File: src/rtl/blk_pix_fetch.sv
// Block index to pixel-address sweeper feeding the frame-buffer read port.
// Define BLK_PIX_FETCH_LAST_EN to add o_rd_last on the final pixel of a block.
`timescale 1ns/1ps
module blk_pix_fetch #(
   parameter int IMG_WIDTH  = 640,
   parameter int IMG_HEIGHT = 480,
   parameter int BLK_SIZE   = 32,
   parameter int COLUMNS    = IMG_WIDTH / BLK_SIZE,
   parameter int ROWS       = IMG_HEIGHT / BLK_SIZE,
   parameter int BADR_W     = $clog2(COLUMNS * ROWS),
   parameter int PADR_W     = $clog2(IMG_WIDTH * IMG_HEIGHT)
) (
   input  logic              clk,
   input  logic              rst_n,
   input  logic              i_blk_vld,
   input  logic [BADR_W-1:0] i_blk_adr,
   output logic              o_blk_rdy,
   input  logic              i_blk_eof,
   output logic              o_rd_vld,
   output logic [PADR_W-1:0] o_rd_adr,
   input  logic              i_rd_rdy,
`ifdef BLK_PIX_FETCH_LAST_EN
   output logic              o_rd_last,
`endif
   output logic              o_blk_done,
   output logic              o_frm_done,
   output logic              o_err
);

   localparam int PW = $clog2(BLK_SIZE);
   localparam logic [PW-1:0] PMAX = PW'(BLK_SIZE - 1);
   localparam logic [BADR_W:0] NBLK = (BADR_W + 1)'(COLUMNS * ROWS);
   localparam logic [PADR_W-1:0] ROW_STEP = PADR_W'(IMG_WIDTH);
   localparam logic [PADR_W-1:0] ROW_BLK = PADR_W'(BLK_SIZE * IMG_WIDTH);
   localparam logic [PADR_W-1:0] COL_BLK = PADR_W'(BLK_SIZE);

   typedef enum logic [1:0] {
      IDLE,
      DECODE,
      SWEEP,
      DONE
   } state_t;

   state_t            state;
   logic [BADR_W-1:0] adr_q;
   logic [PADR_W-1:0] base;
   logic [PW-1:0]     px;
   logic [PW-1:0]     py;
   logic              eof_pend;

   logic [BADR_W-1:0] brow;
   logic [BADR_W-1:0] bcol;
   logic [PADR_W-1:0] base_c;
   logic [PW-1:0]     npx;
   logic [PW-1:0]     npy;
   logic [PADR_W-1:0] nadr;
   logic              in_range;
   logic              hs;
   logic              px_wrap;
   logic              at_last;

   assign in_range = {1'b0, i_blk_adr} < NBLK;
   assign hs       = o_rd_vld & i_rd_rdy;
   assign px_wrap  = px == PMAX;
   assign at_last  = px_wrap & (py == PMAX);

   // Constant divisor; synthesises to a small fixed-ratio divider.
   always_comb begin
      brow   = adr_q / BADR_W'(COLUMNS);
      bcol   = adr_q % BADR_W'(COLUMNS);
      base_c = PADR_W'(brow) * ROW_BLK + PADR_W'(bcol) * COL_BLK;
   end

   always_comb begin
      npx  = px_wrap ? '0 : px + PW'(1);
      npy  = px_wrap ? py + PW'(1) : py;
      nadr = base + PADR_W'(npy) * ROW_STEP + PADR_W'(npx);
   end

   always_ff @(posedge clk) begin
      if (!rst_n) begin
         state      <= IDLE;
         adr_q      <= '0;
         base       <= '0;
         px         <= '0;
         py         <= '0;
         eof_pend   <= 1'b0;
         o_blk_rdy  <= 1'b1;
         o_rd_vld   <= 1'b0;
         o_rd_adr   <= '0;
         o_blk_done <= 1'b0;
         o_frm_done <= 1'b0;
         o_err      <= 1'b0;
`ifdef BLK_PIX_FETCH_LAST_EN
         o_rd_last  <= 1'b0;
`endif
      end else begin
         o_blk_done <= 1'b0;
         o_frm_done <= 1'b0;
         o_err      <= 1'b0;
         eof_pend   <= eof_pend | i_blk_eof;
         unique case (state)
            IDLE: begin
               if (i_blk_vld && in_range) begin
                  adr_q     <= i_blk_adr;
                  o_blk_rdy <= 1'b0;
                  state     <= DECODE;
               end else begin
                  o_err <= i_blk_vld;
                  // Nothing in flight: the frame ends right here.
                  if (eof_pend | i_blk_eof) begin
                     o_frm_done <= 1'b1;
                     eof_pend   <= 1'b0;
                  end
               end
            end
            DECODE: begin
               base     <= base_c;
               px       <= '0;
               py       <= '0;
               o_rd_vld <= 1'b1;
               o_rd_adr <= base_c;
`ifdef BLK_PIX_FETCH_LAST_EN
               o_rd_last <= PMAX == '0;
`endif
               state    <= SWEEP;
            end
            SWEEP: begin
               if (hs) begin
                  if (at_last) begin
                     o_rd_vld   <= 1'b0;
                     o_blk_done <= 1'b1;
                     o_frm_done <= eof_pend | i_blk_eof;
                     eof_pend   <= 1'b0;
`ifdef BLK_PIX_FETCH_LAST_EN
                     o_rd_last  <= 1'b0;
`endif
                     state      <= DONE;
                  end else begin
                     px       <= npx;
                     py       <= npy;
                     o_rd_adr <= nadr;
`ifdef BLK_PIX_FETCH_LAST_EN
                     o_rd_last <= (npx == PMAX) && (npy == PMAX);
`endif
                  end
               end
            end
            DONE: begin
               o_blk_rdy <= 1'b1;
               state     <= IDLE;
            end
            default: state <= IDLE;
         endcase
      end
   end

endmodule

File: config.mk
export PLATFORM = sky130hd
export DESIGN_NAME = blk_pix_fetch
export DESIGN_NICKNAME = d
export VERILOG_FILES = /design/src/rtl/blk_pix_fetch.sv
export SDC_FILE = /design/constraint.sdc
export NUM_CORES = 1
export LEC_CHECK = 0
export CORE_UTILIZATION = 30
export DETAILED_ROUTE_END_ITERATION = 16
export SETUP_SLACK_MARGIN = 0.5
export SYNTH_ARGS = -nofsm -noshare
export SYNTH_HDL_FRONTEND = slang
export SYNTH_SLANG_ARGS = --single-unit
File: constraint.sdc
create_clock -name clk -period 10.3 [get_ports clk]
set_input_delay 2.06 -clock clk [delete_from_list [all_inputs] [get_ports clk]]
set_output_delay 2.06 -clock clk [all_outputs]
set_load 0.1 [all_outputs]
Word level (Yosys, flattened, before mapping)
Index checks and enable logic that the tools add are counted.
- $add $sub $neg: 5
- $mul: 2
- divide/modulo/power cells: 2
- order comparisons: 1
- eq/ne operators: 9
- shift-type cells: 0
- mux-type cells: 30
- bitwise operators: 5
- reductions and logical operators: 11
- operators by type and width (operator ; number):
    2-to-1 mux 19 bit ; 2
    one-hot mux 19 bit (2 select lines) ; 1
    2-to-1 mux 5 bit ; 6
    one-hot mux 5 bit (2 select lines) ; 2
    adder 19 x 14 -> 19 bit ; 1
    adder 19 x 15 -> 19 bit ; 1
    adder 19 x 5 -> 19 bit ; 1
    AND reduction 3 bit ; 4
    2-to-1 mux 1 bit ; 11
    adder 5 x 1 -> 5 bit, second input constant ; 2
    == test 5 bit, second input constant ; 2
    divider 9 x 5 -> 9 bit, second input constant ; 1
    < comparator 9 bit, second input constant ; 1
    modulo 9 x 5 -> 9 bit, second input constant ; 1
    multiplier 9 x 3 -> 7 bit, second input constant ; 1
    multiplier 5 x 3 -> 8 bit, second input constant ; 1
    inequality test 2 bit, second input constant ; 4
    one-hot mux 1 bit (2 select lines) ; 4
    one-hot mux 2 bit (4 select lines) ; 1
    2-to-1 mux 2 bit ; 3
    == test 2 bit, second input constant ; 2
    AND reduction 2 bit ; 2
    nonzero test 2 bit ; 2
    OR reduction 3 bit ; 1
    6 further kinds ; 8
- register bits: 65
- latch bits: 0
- bits in writable memories: 0
- ROM bits: 0
- input port bits: 14
- word-level logic and storage cells: 77
- memories: 0

Logic depth before layout (Yosys ltp)
- depth after elaboration: 8
- mapped depth: 19
- gate-level depth less buffers: 17

Least setup slack after synthesis
No wires, ideal clock.
- path kind: register to register
- start point: reg, netlist name o_rd_adr[0]
- end point: reg o_rd_adr[18]
- data arrival time: 4734 ps
- data required time: 10226 ps
- setup slack: 5491 ps
- stages on the path, launching flop included: 17
- buffers on the path: 1
- period minus slack after synthesis: 4809 ps
- cell sequence: dfxtp_1 > ha_1 > and3_1 > ha_1 > clkbuf_1 > mux2_2 > ha_1 > ha_1 > inv_1 > fa_1 > xnor2_1 > ha_1 > o21a_1 > o21a_1 > a211oi_1 > or4b_2 > a31oi_1
- RTL lines (what ; RTL line ; text):
    to (signal assigned) ; 122 ; o_rd_adr <= base_c;
    to (signal assigned) ; 142 ; o_rd_adr <= nadr;
    to (decl) ; 20 ; output logic [PADR_W-1:0] o_rd_adr,

==> run_summary.xml <==
<?xml version="1.0" encoding="UTF-8"?>
<metrics>
  <group name="clocking">
    <metric name="clock_latency" unit="ns">0.30</metric>
    <metric name="tritoncts" unit="">done</metric>
    <metric name="tritoncts_num_sinks" unit="">55</metric>
    <metric name="post-cts-setup-buffer-count" unit="">0</metric>
    <metric name="cts_htree_levels" unit="">2</metric>
    <metric name="number_of_buffers_on_the_longest_clock_path" unit="">2</metric>
    <metric name="clock_pin_slew_reported_for_the_worst_setup_and_hold_paths_after_clock_tree_synthesis" unit="ns">0.08</metric>
    <metric name="cts-buffers-inserted" unit="">5</metric>
    <metric name="clock_tree.root_cell" unit="">sky130_fd_sc_hd__clkbuf_16</metric>
    <metric name="cts_resized" unit="">0</metric>
    <metric name="cts_hold_buffers" unit="">0</metric>
  </group>
  <group name="worst_setup_path">
    <metric name="r2r_cells" unit="">15</metric>
    <metric name="startpoint_of_the_worst_slack_reg_to_reg_timing_path" unit="">o_rd_adr[0]</metric>
    <metric name="cp-startpoint" unit="">o_rd_adr[0]</metric>
    <metric name="worst_setup_end_kind" unit="">flop</metric>
    <metric name="startpoint_type_of_the_worst_setup_path" unit="">flop</metric>
    <metric name="setup.worst_path.class" unit="">reg -&gt; reg</metric>
    <metric name="critical_path.max_fanout" unit="">11</metric>
    <metric name="cp.arrival" unit="ns">4.48</metric>
    <metric name="worst-endpoint-required" unit="ns">10.52</metric>
    <metric name="crit-reg2reg-capture" unit="">o_rd_adr[18]</metric>
    <metric name="reg2reg_setup_slack" unit="ns">6.03</metric>
  </group>
  <group name="run">
    <metric name="cap_viol_max_count" unit="">0</metric>
  </group>
  <group name="sta">
    <metric name="fmaxAchievable" unit="GHz">0.234</metric>
    <metric name="worst_pin_slew" unit="ns">0.987</metric>
    <metric name="finalCriticalPeriod" unit="ns">4.27</metric>
    <metric name="setup_viol" unit="">0</metric>
    <metric name="maxSlewHeadroom" unit="">0.340</metric>
    <metric name="timing.clock.skew" unit="ns">0.00745</metric>
    <metric name="final.period_utilization" unit="">0.414</metric>
    <metric name="hold_viol" unit="">0</metric>
    <metric name="rsz0062_at_grt" unit="">no</metric>
    <metric name="fin_setup_tns" unit="ns">0</metric>
    <metric name="drv_slew" unit="">0</metric>
  </group>
  <group name="finish">
    <metric name="multi_input_area" unit="sq um">2260</metric>
    <metric name="syn2layout_area_growth" unit="%">18.0</metric>
    <metric name="nets" unit="">482</metric>
    <metric name="most_frequent_standard_cell_in_the_layout_excluding_fill_and_tap_cells" unit="">sky130_fd_sc_hd__dfxtp_1</metric>
    <metric name="insertedDiodeCount" unit="">0</metric>
    <metric name="most-common-layout-cells" unit="">sky130_fd_sc_hd__dfxtp_1 (55), sky130_fd_sc_hd__nor2_1 (51), sky130_fd_sc_hd__clkdlybuf4s50_1 (37)</metric>
    <metric name="design_area" unit="sq um">4150</metric>
    <metric name="register_area" unit="sq um">1100</metric>
    <metric name="n_fill_cell" unit="">1217</metric>
    <metric name="post_route_cells_drive_above_1_share" unit="">0.0644</metric>
  </group>
  <group name="hold_path">
    <metric name="min-delay-start" unit="">o_rd_adr[10]</metric>
    <metric name="whs_path_depth" unit="">2</metric>
    <metric name="whs_endpoint" unit="">o_rd_adr[10]</metric>
    <metric name="min-delay-path-class" unit="">reg -&gt; reg</metric>
  </group>
  <group name="floorplan">
    <metric name="floorplan.die_area" unit="sq um">12200</metric>
    <metric name="die_w" unit="microns">110</metric>
    <metric name="die_height" unit="microns">110</metric>
    <metric name="design.core.area" unit="sq um">11400</metric>
    <metric name="initial_core_util" unit="">0.308</metric>
    <metric name="top_level_ports" unit="">38</metric>
    <metric name="fp-row-count" unit="">39</metric>
  </group>
  <group name="placed_design">
    <metric name="placed_cell_area" unit="sq um">3990</metric>
    <metric name="dp.final_hpwl" unit="mm">6.18</metric>
    <metric name="globalplace.congestion" unit="">0.799</metric>
    <metric name="port_buffers" unit="">37</metric>
  </group>
  <group name="power">
    <metric name="finalPower" unit="uW">1020</metric>
    <metric name="p_leak" unit="uW">0.00169</metric>
    <metric name="worst_ir_drop_vdd" unit="mV">0.196</metric>
    <metric name="power_per_cell_area" unit="nW/um^2">245</metric>
  </group>
  <group name="routing">
    <metric name="drtPass1Iterations" unit="">4</metric>
    <metric name="first_iter_violations" unit="">140</metric>
    <metric name="vias" unit="">2981</metric>
    <metric name="via_per_inst" unit="">5.16</metric>
    <metric name="dr_drc_count" unit="">0</metric>
    <metric name="ant_nets" unit="">0</metric>
    <metric name="wl" unit="mm">8.34</metric>
    <metric name="routedWlPerCell" unit="microns">14.4</metric>
  </group>
  <group name="grt">
    <metric name="grt_usage" unit="">0.150</metric>
    <metric name="grt_max_degree" unit="">36</metric>
    <metric name="grt_pass1_vias" unit="">2981</metric>
    <metric name="global_route.overflow_total" unit="">0</metric>
    <metric name="grt_first_pass_wirelength" unit="mm">14.3</metric>
    <metric name="antenna_found_initial" unit="">0</metric>
  </group>
  <group name="yosys">
    <metric name="number_of_enable_type_register_cells_in_the_synthesized_netlist" unit="">0</metric>
    <metric name="synthDistinctLibCells" unit="">60</metric>
    <metric name="postSynthAreaPerCell" unit="sq um">8.62</metric>
    <metric name="synth-async-reset-ratio" unit="">0</metric>
    <metric name="synthesis.instances" unit="">408</metric>
    <metric name="yosys_most_used_dff" unit="">sky130_fd_sc_hd__dfxtp_1</metric>
    <metric name="synthesis.area" unit="sq um">3520</metric>
    <metric name="ys_warn_count" unit="">0</metric>
    <metric name="yosysSeqAreaShare" unit="">0.313</metric>
    <metric name="ff_latch_count_synth" unit="">55</metric>
  </group>
  <group name="status">
    <metric name="run_status" unit="">completed</metric>
  </group>
</metrics>
-- state kept, by name, indices dropped and copies added, names as in the netlist --
register	count
adr_q	9
o_blk_done	1
state	2
o_rd_vld	1
o_err	1
o_frm_done	1
eof_pend	1
o_blk_rdy	1
py	5
o_rd_adr	19
base	14
-- power by group --
group	internal, uW	total, uW	switching [uW]	leakage (uW)
registers	258	300	42.2	0.000448
logic	165	533	368	0.00116
clock network	99.2	183	83.7	0.0000790
total	522	1020	494	0.00169
-- cells in the mapped netlist, drive strengths merged (6+ instances only) --
| master | instances | area [sq um] |
|---|---|---|
| a211oi | 7 | 52.6 |
| a21oi | 28 | 151 |
| a22oi | 7 | 52.6 |
| and3 | 6 | 37.5 |
| buf | 8 | 48.8 |
| clkbuf | 14 | 52.6 |
| dfxtp | 55 | 1100 |
| ha | 30 | 375 |
| inv | 14 | 52.6 |
| mux2i | 19 | 190 |
| nand2 | 22 | 82.6 |
| nand2b | 8 | 50.1 |
| nand3 | 8 | 40.0 |
| nor2 | 52 | 198 |
| nor3 | 9 | 45.0 |
| o21ai | 27 | 139 |
| xnor2 | 15 | 131 |
-- layer usage --
layer  part of all wire  global-route usage  vias up
li1                   -                   -     1503
met1               0.50               0.202     1423
met2               0.46               0.247       45
met3              0.030              0.0218       10
met4              0.018              0.0423        0
met5                  0                   0        -
-- final cells by class --
type,count,share of cell area
inverters,16,0.0145
flip-flops and latches,55,0.265
clock inverters,2,0.00482
repair buffers,40,0.0947
multi-input cells,316,0.544
clock buffers,6,0.0335
well taps,143,0.0431
-- metrics by stage --
step                utilization  setup slack (ns)  std cells  hold WS (ns)
floorplan                     -              5.49        409         0.460
global placement          0.350              6.10        570         0.447
detailed placement        0.350              6.04        570         0.449
CTS                       0.363              6.03        578         0.460
global route              0.363              5.68        578         0.510
finish                    0.363              6.03        578         0.457
-- critical path, stage by stage, from the launching register on --
cell	delay, ns
sky130_fd_sc_hd__dfxtp_1	0.39
sky130_fd_sc_hd__ha_1	0.20
sky130_fd_sc_hd__and3_1	0.16
sky130_fd_sc_hd__ha_1	0.38
sky130_fd_sc_hd__mux2_2	0.44
sky130_fd_sc_hd__ha_1	0.30
sky130_fd_sc_hd__ha_1	0.16
sky130_fd_sc_hd__inv_1	0.06
sky130_fd_sc_hd__fa_1	0.40
sky130_fd_sc_hd__xnor2_1	0.16
sky130_fd_sc_hd__ha_1	0.35
sky130_fd_sc_hd__o21a_1	0.15
sky130_fd_sc_hd__o21a_1	0.13
sky130_fd_sc_hd__a211oi_1	0.11
sky130_fd_sc_hd__or4b_2	0.64
sky130_fd_sc_hd__a31oi_1	0.17
-- kinds of logic (layout without fill, tap and decap cells) --
family                   after synthesis  after routing  synth area share
flip-flops                            55             55             0.313
AO/OA/AOI/OAI                        105            105             0.212
other                                  2              3           0.00214
multiplexers                          22             22            0.0637
XOR/XNOR                              20             20            0.0498
buffers and inverters                 38             64            0.0459
AND/OR/NAND/NOR                      131            131             0.180
adder cells (fa/ha/maj)               35             35             0.133
-- worst max path at each step --
stage	slack (ns)	to
after floorplan	5.49	o_rd_adr[18]
after global placement	6.10	o_rd_adr[9]
after detailed placement	6.04	o_rd_adr[9]
after CTS	6.03	o_rd_adr[18]
after global routing	5.68	o_rd_adr[16]
final	6.03	o_rd_adr[18]
Note: power is estimated with default switching activity, not from simulation.
